### src/rtl/nested_gather.sv
`default_nettype none
// ---------------------------------------------------------------------------
// nested_gather : collects one response from leaf a and leaf b per parent
// request and returns a single result, flagging mismatch or timeout. Rev 1.0
// ---------------------------------------------------------------------------
module nested_gather #(
  parameter int WIDTH            = 8,
  parameter int TIMEOUT          = 15,
  parameter int CHECK_COMPLEMENT = 1
) (
  input  logic             clk,
  input  logic             rst_n,
  input  logic             req_valid,
  output logic             req_ready,
  input  logic             a_valid,
  input  logic [WIDTH-1:0] a_data,
  output logic             a_ready,
  input  logic             b_valid,
  input  logic [WIDTH-1:0] b_data,
  output logic             b_ready,
  output logic             rsp_valid,
  input  logic             rsp_ready,
  output logic [WIDTH-1:0] rsp_data,
  output logic             rsp_err,
  output logic             rsp_timeout
);

  localparam int            TW   = $clog2(TIMEOUT + 1);
  localparam logic [TW-1:0] LAST = TW'(TIMEOUT - 1);
  localparam logic          CHK  = (CHECK_COMPLEMENT != 0);

  typedef enum logic [1:0] {
    IDLE    = 2'd0,
    COLLECT = 2'd1,
    RESP    = 2'd2
  } state_t;

  state_t            state, state_nx;
  logic              a_got, b_got;
  logic [TW-1:0]     timer;
  logic [WIDTH-1:0]  a_q, b_q;

  logic              a_fire, b_fire, a_done, b_done;
  logic [WIDTH-1:0]  a_val, b_val;
  logic [WIDTH-1:0]  nx_data;
  logic              nx_err, nx_timeout;

  assign req_ready = (state == IDLE);
  assign a_ready   = (state == COLLECT) & ~a_got;
  assign b_ready   = (state == COLLECT) & ~b_got;
  assign rsp_valid = (state == RESP);

  assign a_fire = a_valid & a_ready;
  assign b_fire = b_valid & b_ready;
  assign a_done = a_got | a_fire;
  assign b_done = b_got | b_fire;
  // A leaf captured this very cycle counts as present for the result.
  assign a_val  = a_fire ? a_data : a_q;
  assign b_val  = b_fire ? b_data : b_q;

  assign nx_data    = a_done ? a_val : '0;
  assign nx_err     = CHK & a_done & b_done & (b_val != ~a_val);
  assign nx_timeout = ~(a_done & b_done);

  always_comb begin
    state_nx = state;
    case (state)
      IDLE:    if (req_valid) state_nx = COLLECT;
      COLLECT: if ((a_done & b_done) || (timer == LAST)) state_nx = RESP;
      RESP:    if (rsp_ready) state_nx = IDLE;
      default: state_nx = IDLE;
    endcase
  end

  always_ff @(posedge clk or negedge rst_n) begin
    if (!rst_n) begin
      state <= IDLE;
    end else begin
      state <= state_nx;
    end
  end

  always_ff @(posedge clk or negedge rst_n) begin
    if (!rst_n) begin
      a_got       <= 1'b0;
      b_got       <= 1'b0;
      timer       <= '0;
      a_q         <= '0;
      b_q         <= '0;
      rsp_data    <= '0;
      rsp_err     <= 1'b0;
      rsp_timeout <= 1'b0;
    end else begin
      case (state)
        IDLE: begin
          if (req_valid) begin
            a_got <= 1'b0;
            b_got <= 1'b0;
            timer <= '0;
          end
        end
        COLLECT: begin
          if (a_fire) begin
            a_q   <= a_data;
            a_got <= 1'b1;
          end
          if (b_fire) begin
            b_q   <= b_data;
            b_got <= 1'b1;
          end
          timer <= timer + TW'(1);
          // Result registers load once on entry to RESP and then hold.
          if (state_nx == RESP) begin
            rsp_data    <= nx_data;
            rsp_err     <= nx_err;
            rsp_timeout <= nx_timeout;
          end
        end
        default: ;
      endcase
    end
  end

endmodule
`default_nettype wire

### config.mk
export PLATFORM = sky130hd
export DESIGN_NAME = nested_gather
export DESIGN_NICKNAME = d
export VERILOG_FILES = /design/src/rtl/nested_gather.sv
export SDC_FILE = /design/constraint.sdc
export NUM_CORES = 1
export LEC_CHECK = 0
export ABC_AREA = 1
export BUFFER_PORTS_ARGS = -buffer_cell sky130_fd_sc_hd__buf_4
export CELL_PAD_IN_SITES_DETAIL_PLACEMENT = 0
export CELL_PAD_IN_SITES_GLOBAL_PLACEMENT = 1
export CORE_MARGIN = 8
export CORE_UTILIZATION = 40
export DETAILED_ROUTE_END_ITERATION = 8
export PLACE_DENSITY = 0.85
export RECOVER_POWER = 50
export SLEW_MARGIN = 20
export SYNTH_ARGS = -nofsm -noshare
export SYNTH_HDL_FRONTEND = slang
export SYNTH_SLANG_ARGS = --single-unit
### constraint.sdc
create_clock -name clk -period 2.3 [get_ports clk]
set_clock_uncertainty 0.05 [all_clocks]
set_input_delay 0.345 -clock clk [delete_from_list [all_inputs] [get_ports clk]]
set_output_delay 0.345 -clock clk [all_outputs]
set_load 0.02 [all_outputs]
==> results.txt, run 1 <==
In this run, placement finished with an instance count of about 330. The worst setup path is launched from a flip-flop. After floorplanning, the core was divided into 25 placement rows.

Data on the critical path arrives at its endpoint at about 2.1 ns. The number of sinks driven by the clock tree came out at 34. TritonCTS built the clock tree. The core region is between 4000 and 5000 sq um. By area the synthesized netlist is led by sky130_fd_sc_hd__dfrtp_1 45%, sky130_fd_sc_hd__nand2_1 20%, sky130_fd_sc_hd__inv_1 6.3%, sky130_fd_sc_hd__nand3_1 4.5%, sky130_fd_sc_hd__o31ai_1 3.6%. The number of synthesized register bits is 34. The leakage dissipation came out at roughly 1.2 nW. For the pin with the worst max-slew slack, the measured transition is ~0.85 ns. After the last flow step, the layout net total stands at ~300. The number of violations of the max-capacitance limit is 0.

The routed wire length came out at roughly 4.4 mm. Setup slack on the critical path of the routed design comes to ~0.32 ns. The first-pass detailed-route iteration total is 4. The total number of yosys warnings is 0. The die boundary height is 85.0 microns. The maximum ir drop on the vdd rail came out at ~0.57 mV. The number of synthesized flops with an enable pin came out at 0. The initial antenna violation count came out at 0. The number of endpoints failing setup at the final stage is 0. The total global-route track usage is 0.133.

Of all nets on the critical path, the largest fanout is 18. The clock latency reported for the late side of the worst-skew pair is approximately 0.28 ns. The via count normalized by instance count is 4.64.

The data required time of the critical path is about 2.4 ns. The via count of the first global-routing pass is ~1,600. The final clock period utilization by the worst path is 0.860. The achievable clock frequency came out at 506 MHz. In this run the worst hold path is classified as in2reg. The synthesized netlist occupies a cell area of about 1900 sq um. Setup repair after global routing left no endpoint under its margin.

The fill cell instance count of the final layout came out at 478. The number of nets with antenna violations after routing came out at 0. The worst setup path is captured at a flip-flop. The number of H-tree levels is 2. The first global-routing pass estimated between 7 and 8 mm of wire.

In the layout the commonest cells are 101 x sky130_fd_sc_hd__nand2_1, 34 x sky130_fd_sc_hd__dfrtp_1, 32 x sky130_fd_sc_hd__inv_1, 27 x sky130_fd_sc_hd__buf_4, 17 x sky130_fd_sc_hd__nand3_1. The count of antenna diodes in the layout came out at 0. The net count after synthesis came out at 270. After clock tree synthesis, the clock-pin slew on the worst setup and hold paths is around 0.070 ns.

In this run the clock root is driven by a sky130_fd_sc_hd__clkbuf_8. The final total power came out at about 0.0032 W. The share of layout cells above drive strength 1 is 0.164. The top cell type's share of synthesized area came out at 0.447. The count of instances resized after the clock tree is built is 0. The area added between synthesis and finish is 17.4%.

The critical path class is reg2reg. The number of input and output port buffers inserted came out at 35. The clock period minus worst slack came out at 1.98 ns. The via total after detailed routing is approximately 1,600. The DRC marker count from the first detailed-route iteration is 70. The total count of max-transition violations in the final report is 0. The power density over the cells came out at ~1400 nW/um^2. After global routing the overflow that remains totals 0. The tightest slew margin relative to the limit is 0.436. The number of hold violations in the final report came out at 0. The final hold slack came out at about 0.20 ns. Dividing the detail-routed wire length by the instance count gives roughly 13 microns.

In the routed design, unresolved DRC markers number 0. The post-synthesis cell count is roughly 250. Counting the buffers created by CTS gives 5. The sequential cell area fraction in the yosys report is 0.447. The sum of negative setup slack is 0 ns. The filler-free cell count of the finished design is ~340. The initial cell density of the core came out at 0.408. The clock passes through at most 2 buffers. The async set or reset register ratio after synthesis came out at 1.00. Summed over all instances, the cell type with the most area after synthesis is sky130_fd_sc_hd__dfrtp_1. The number of hold buffers added after CTS was 1. The count of cell types in the netlist is 27. Entering global routing, the biggest net connects 35 pins. The commonest non-fill, non-tap cell in the layout is sky130_fd_sc_hd__nand2_1. The I/O pin total is 36. The worst setup timing slack at the placement stage came out at 0.324 ns. The synthesized area per cell is 7.74 sq um. After clock tree synthesis, the setup repair step added 0 buffers. Once detailed placement completed, the half-perimeter wirelength came to around 3.3 mm.

For this run, the leading register cell type out of synthesis is sky130_fd_sc_hd__dfrtp_1. The total die area came out at between 7000 and 8000 sq um. Routability-driven placement finished with a final weighted congestion of 0.797. The flow ran to the end, and the final reports show no timing, DRC or antenna violations. Measured along the x axis, the die boundary spans between 80 and 90 microns.
## registers in the layout, indices dropped and copies added, names as in the netlist
| name | cells |
|---|---|
| timer | 4 |
| rsp_err | 1 |
| rsp_timeout | 1 |
| a_got | 1 |
| b_got | 1 |
| a_q | 8 |
| rsp_data | 8 |
| b_q | 8 |
| state | 2 |
## final cells by class
class	count	area, sq um	area share
tap	54	67.6	0.0303
inverter	38	148	0.0661
multi-input combinational	167	841	0.376
clock buffer	6	82.6	0.0370
timing repair buffer	36	244	0.109
sequential	34	851	0.381
## per-stage QoR
step            util  instance area (sq um)
6_report       0.479                   2230
5_1_grt        0.479                   2230
4_1_cts        0.485                   2260
3_5_place_dp   0.466                   2170
3_3_place_gp   0.466                   2170
2_1_floorplan      -                   1900
## metal layers
metal	global-route usage	part of all wire	vias up
li1	-	-	838
met1	0.169	0.49	685
met2	0.204	0.44	26
met3	0.0415	0.052	6
met4	0.0534	0.017	0
met5	0	0	-
## path summary, 6_finish.rpt
path / endpoint / start / cells past startpoint / slack, ns
worst max-delay path: rsp_data[2] / state[0] / 8 / 0.32
worst min-delay path: state[1] / rsp_ready / 2 / 0.20
worst max register to register: rsp_data[2] / state[0] / 8 / 0.32
worst min register to register: rsp_data[4] / rsp_data[4] / 2 / 0.43
max in group asynchronous: state[1] / rst_n / 2 / 1.00
min in group asynchronous: timer[2] / rst_n / 2 / 0.66
## cells by family (layout without fill, tap and decap cells)
| family | after synthesis | in the layout | synth area share |
|---|---|---|---|
| AOI/OAI and AO/OA | 23 | 23 | 0.0749 |
| xor gates and xnor gates | 1 | 1 | 0.00460 |
| adders and majority gates | 2 | 2 | 0.0131 |
| buffers and inverters | 45 | 80 | 0.111 |
| DFF | 34 | 34 | 0.447 |
| and+or+nand+nor | 141 | 141 | 0.349 |
## cells in the mapped netlist (2+ instances only)
cell type                  instances
sky130_fd_sc_hd__buf_6             5
sky130_fd_sc_hd__clkbuf_1          2
sky130_fd_sc_hd__clkinv_1          3
sky130_fd_sc_hd__dfrtp_1          34
sky130_fd_sc_hd__ha_1              2
sky130_fd_sc_hd__inv_1            32
sky130_fd_sc_hd__inv_4             2
sky130_fd_sc_hd__nand2_1         101
sky130_fd_sc_hd__nand3_1          17
sky130_fd_sc_hd__nand3b_1          4
sky130_fd_sc_hd__nand4_1           4
sky130_fd_sc_hd__nor2_1            7
sky130_fd_sc_hd__nor2_4            2
sky130_fd_sc_hd__o21ai_0           9
sky130_fd_sc_hd__o21ai_1           2
sky130_fd_sc_hd__o31ai_1           9
## critical path: stages, from the launching register on
cell	delay, ns
sky130_fd_sc_hd__dfrtp_1	0.60
sky130_fd_sc_hd__inv_4	0.08
sky130_fd_sc_hd__nor2_8	0.17
sky130_fd_sc_hd__nand3_4	0.20
sky130_fd_sc_hd__nand2_1	0.18
sky130_fd_sc_hd__o21ai_2	0.10
sky130_fd_sc_hd__nand2_2	0.10
sky130_fd_sc_hd__nand2_4	0.13
sky130_fd_sc_hd__o31ai_1	0.25
## power by group
part | switching (W) | internal [W]
registers | 0.000203 | 0.000874
logic | 0.00110 | 0.000557
clock network | 0.000203 | 0.000231
Power figures use the tool's default switching activity.
==> inputs of run 2 (changes only) <==
Settings changed: BUFFER_PORTS_ARGS -buffer_cell sky130_fd_sc_hd__buf_4 to -buffer_cell sky130_fd_sc_hd__buf_2.
==> results.txt, run 2 (synthesized netlist as in run 1, its figures left out) <==
STA classifies the critical path endpoint as a flip-flop. The class of the tightest hold or removal check is in2reg. Leaving out fill and tap cells, the most frequent cell in the layout is sky130_fd_sc_hd__nand2_1. STA classifies the critical path startpoint as a flip-flop.

The area after detailed placement is 2080 sq um (-4.0%). The tightest slew margin relative to the limit is -0.236 (-0.672). The final cell utilization of the core is 0.461 (-0.0177). Clock tree synthesis selected as its root buffer the cell sky130_fd_sc_hd__clkbuf_8. The leakage dissipation came out at 1.21 nW (-2.2%). Setup repair after global routing left no endpoint under its margin. The global-route wire length before repair is 7.40 mm (-4.2%). The DRC marker count from the first detailed-route iteration was 76 (+8.6%). The first-pass detailed-route iteration total is 4 (unchanged). The total die area is 7220 sq um (unchanged).

The remaining routing DRC violations is 0 (unchanged). The die boundary width is 85.0 microns (unchanged). The post-DP HPWL was 3.26 mm (-1.7%). The power density over the cells is 1440 nW/um^2 (+1.3%).

The checks that failed: capacitance limit, slew limit. The sum of negative setup slack was 0 ns (unchanged). The worst path arrival time is 2.05 ns (-0.06 ns). By startpoint and endpoint, the worst setup path is classified as reg2reg. The number of sinks driven by the clock tree is 34 (unchanged). The count of instances resized after the clock tree is built came out at 0 (unchanged). The global placement routability congestion is 0.782 (-1.9%). The number of H-tree levels is 2 (unchanged).

The total global-route track usage came out at 0.129 (-0.00452). The standard-cell row count came to 25 (unchanged). The clock transition time at the flip-flop clock pins of the worst setup and hold paths came out at 0.07 ns (about the same). The average wire per cell in the routed design came out at 12.7 microns (-2.3%). The final layout net count is 305 (-0.33%). The number of endpoints failing setup at the final stage came out at 0 (unchanged). The sequential cell area came out at 851 sq um (unchanged). The initial cell density of the core came to 0.408 (unchanged). The count of antenna diodes in the layout came to 0 (unchanged). The slew at the pin closest to its max-slew limit came out at 1.85 ns (+1.01 ns). The initial antenna violation count came out at 0 (unchanged). The number of violations of the max-capacitance limit came out at 1 (+1). The total count of max-transition violations in the final report is 35 (+35). The count of hold-fix buffers inserted at cts came out at 0 (-1). The multi-input combinational cell area came out at 841 sq um (unchanged). The final clock period utilization by the worst path came out at 0.834 (-0.0260). The die boundary height is 85.0 microns (unchanged). The clock latency reported for the late side of the worst-skew pair was 0.28 ns (about the same). The number of nets with antenna violations after routing was 0 (unchanged). The remaining global-route overflow came out at 0 (unchanged). The achievable clock frequency is 521 MHz (+3.1%).

The number of hold violations in the final report came out at 0 (unchanged). The data required time of the critical path was 2.43 ns (about the same). The total clock buffers created by CTS is 5 (unchanged). The peak fanout along the critical path is 18 (unchanged). The number of buffers on the longest clock path is 2 (unchanged). The top cell types in the final layout, fill and taps aside, are 101 x sky130_fd_sc_hd__nand2_1, 34 x sky130_fd_sc_hd__dfrtp_1, 32 x sky130_fd_sc_hd__inv_1, 27 x sky130_fd_sc_hd__buf_2, 17 x sky130_fd_sc_hd__nand3_1.

The share of layout cells above drive strength 1 is 0.164 (unchanged). The fill cell instance count of the final layout is 497 (+4.0%). The clock period minus worst slack is 1.92 ns (-0.0597 ns). The final hold slack is 0.183 ns (-0.0133 ns). The post-route cell area is 2150 sq um (-3.7%). The routed wire length is 4.26 mm (-2.3%). TritonCTS built the clock tree.

The area of the core is 4660 sq um (unchanged). The final total power is 0.00309 W (-2.4%). The reg-to-reg setup timing slack came out at 0.38 ns (+0.06 ns). The largest registers in the layout are a_q: 8 flops, b_q: 8 flops, rsp_data: 8 flops. The post-CTS repair timing setup buffer count is 0 (unchanged). The run finished, with violations left.

The via count of the first global-routing pass was 1,546 (-4.0%). The number of input and output port buffers inserted came out at 35 (unchanged). The I/O pin total is 36 (unchanged).

The via count normalized by instance count came out at 4.73 (+1.9%). The largest net degree at the start of global routing came out at 35 (unchanged). The via total after detailed routing is 1,584 (+1.9%). The area added between synthesis and finish came out at 13.0%. The maximum ir drop on the vdd rail is 0.444 mV (-22%).
==> run 2: routing by layer <==
layer	vias to the layer above	routed length, microns	GRT usage
met5	-	0	0
met4	0	57	0.0534
met3	5	192	0.0367
met2	26	1880	0.195
met1	711	2130	0.166
li1	842	-	-
==> run 2: layout make-up <==
cell class / instances / area share
inverters: 38 / 0.0686
flip-flops and latches: 34 / 0.396
well taps: 54 / 0.0314
clock inverters: 2 / 0.00465
multi-input cells: 167 / 0.391
clock buffers: 5 / 0.0320
repair buffers: 35 / 0.0768
==> run 2: stage by stage <==
step / setup slack [ns] / instances
floorplan: 0.706 / 246
global placement: 0.441 / 328
detailed placement: 0.364 / 328
CTS: 0.334 / 335
global route: 0.172 / 335
finish: 0.382 / 335
==> run 2: critical path, cell delays in order (launching register included) <==
cell                      delay [ns]
sky130_fd_sc_hd__dfrtp_1        0.60
sky130_fd_sc_hd__inv_4          0.08
sky130_fd_sc_hd__nor2_8         0.16
sky130_fd_sc_hd__nand3_4        0.20
sky130_fd_sc_hd__nand2_1        0.18
sky130_fd_sc_hd__o21ai_2        0.10
sky130_fd_sc_hd__nand2_2        0.09
sky130_fd_sc_hd__nand2_4        0.13
sky130_fd_sc_hd__o31ai_1        0.23
==> run 2: final timing paths <==
path,from,end,depth (start not counted)
hold / removal,rsp_ready,state[1],2
setup reg to reg,state[0],rsp_data[6],8
min in group asynchronous,rst_n,timer[2],1
max in group asynchronous,rst_n,a_q[2],1
hold reg to reg,rsp_data[2],rsp_data[2],2
setup / recovery,state[0],rsp_data[6],8
==> run 2: power by group <==
part	switching [W]	internal [W]
registers	0.000201	0.000874
clock network	0.000208	0.000203
logic	0.00109	0.000513
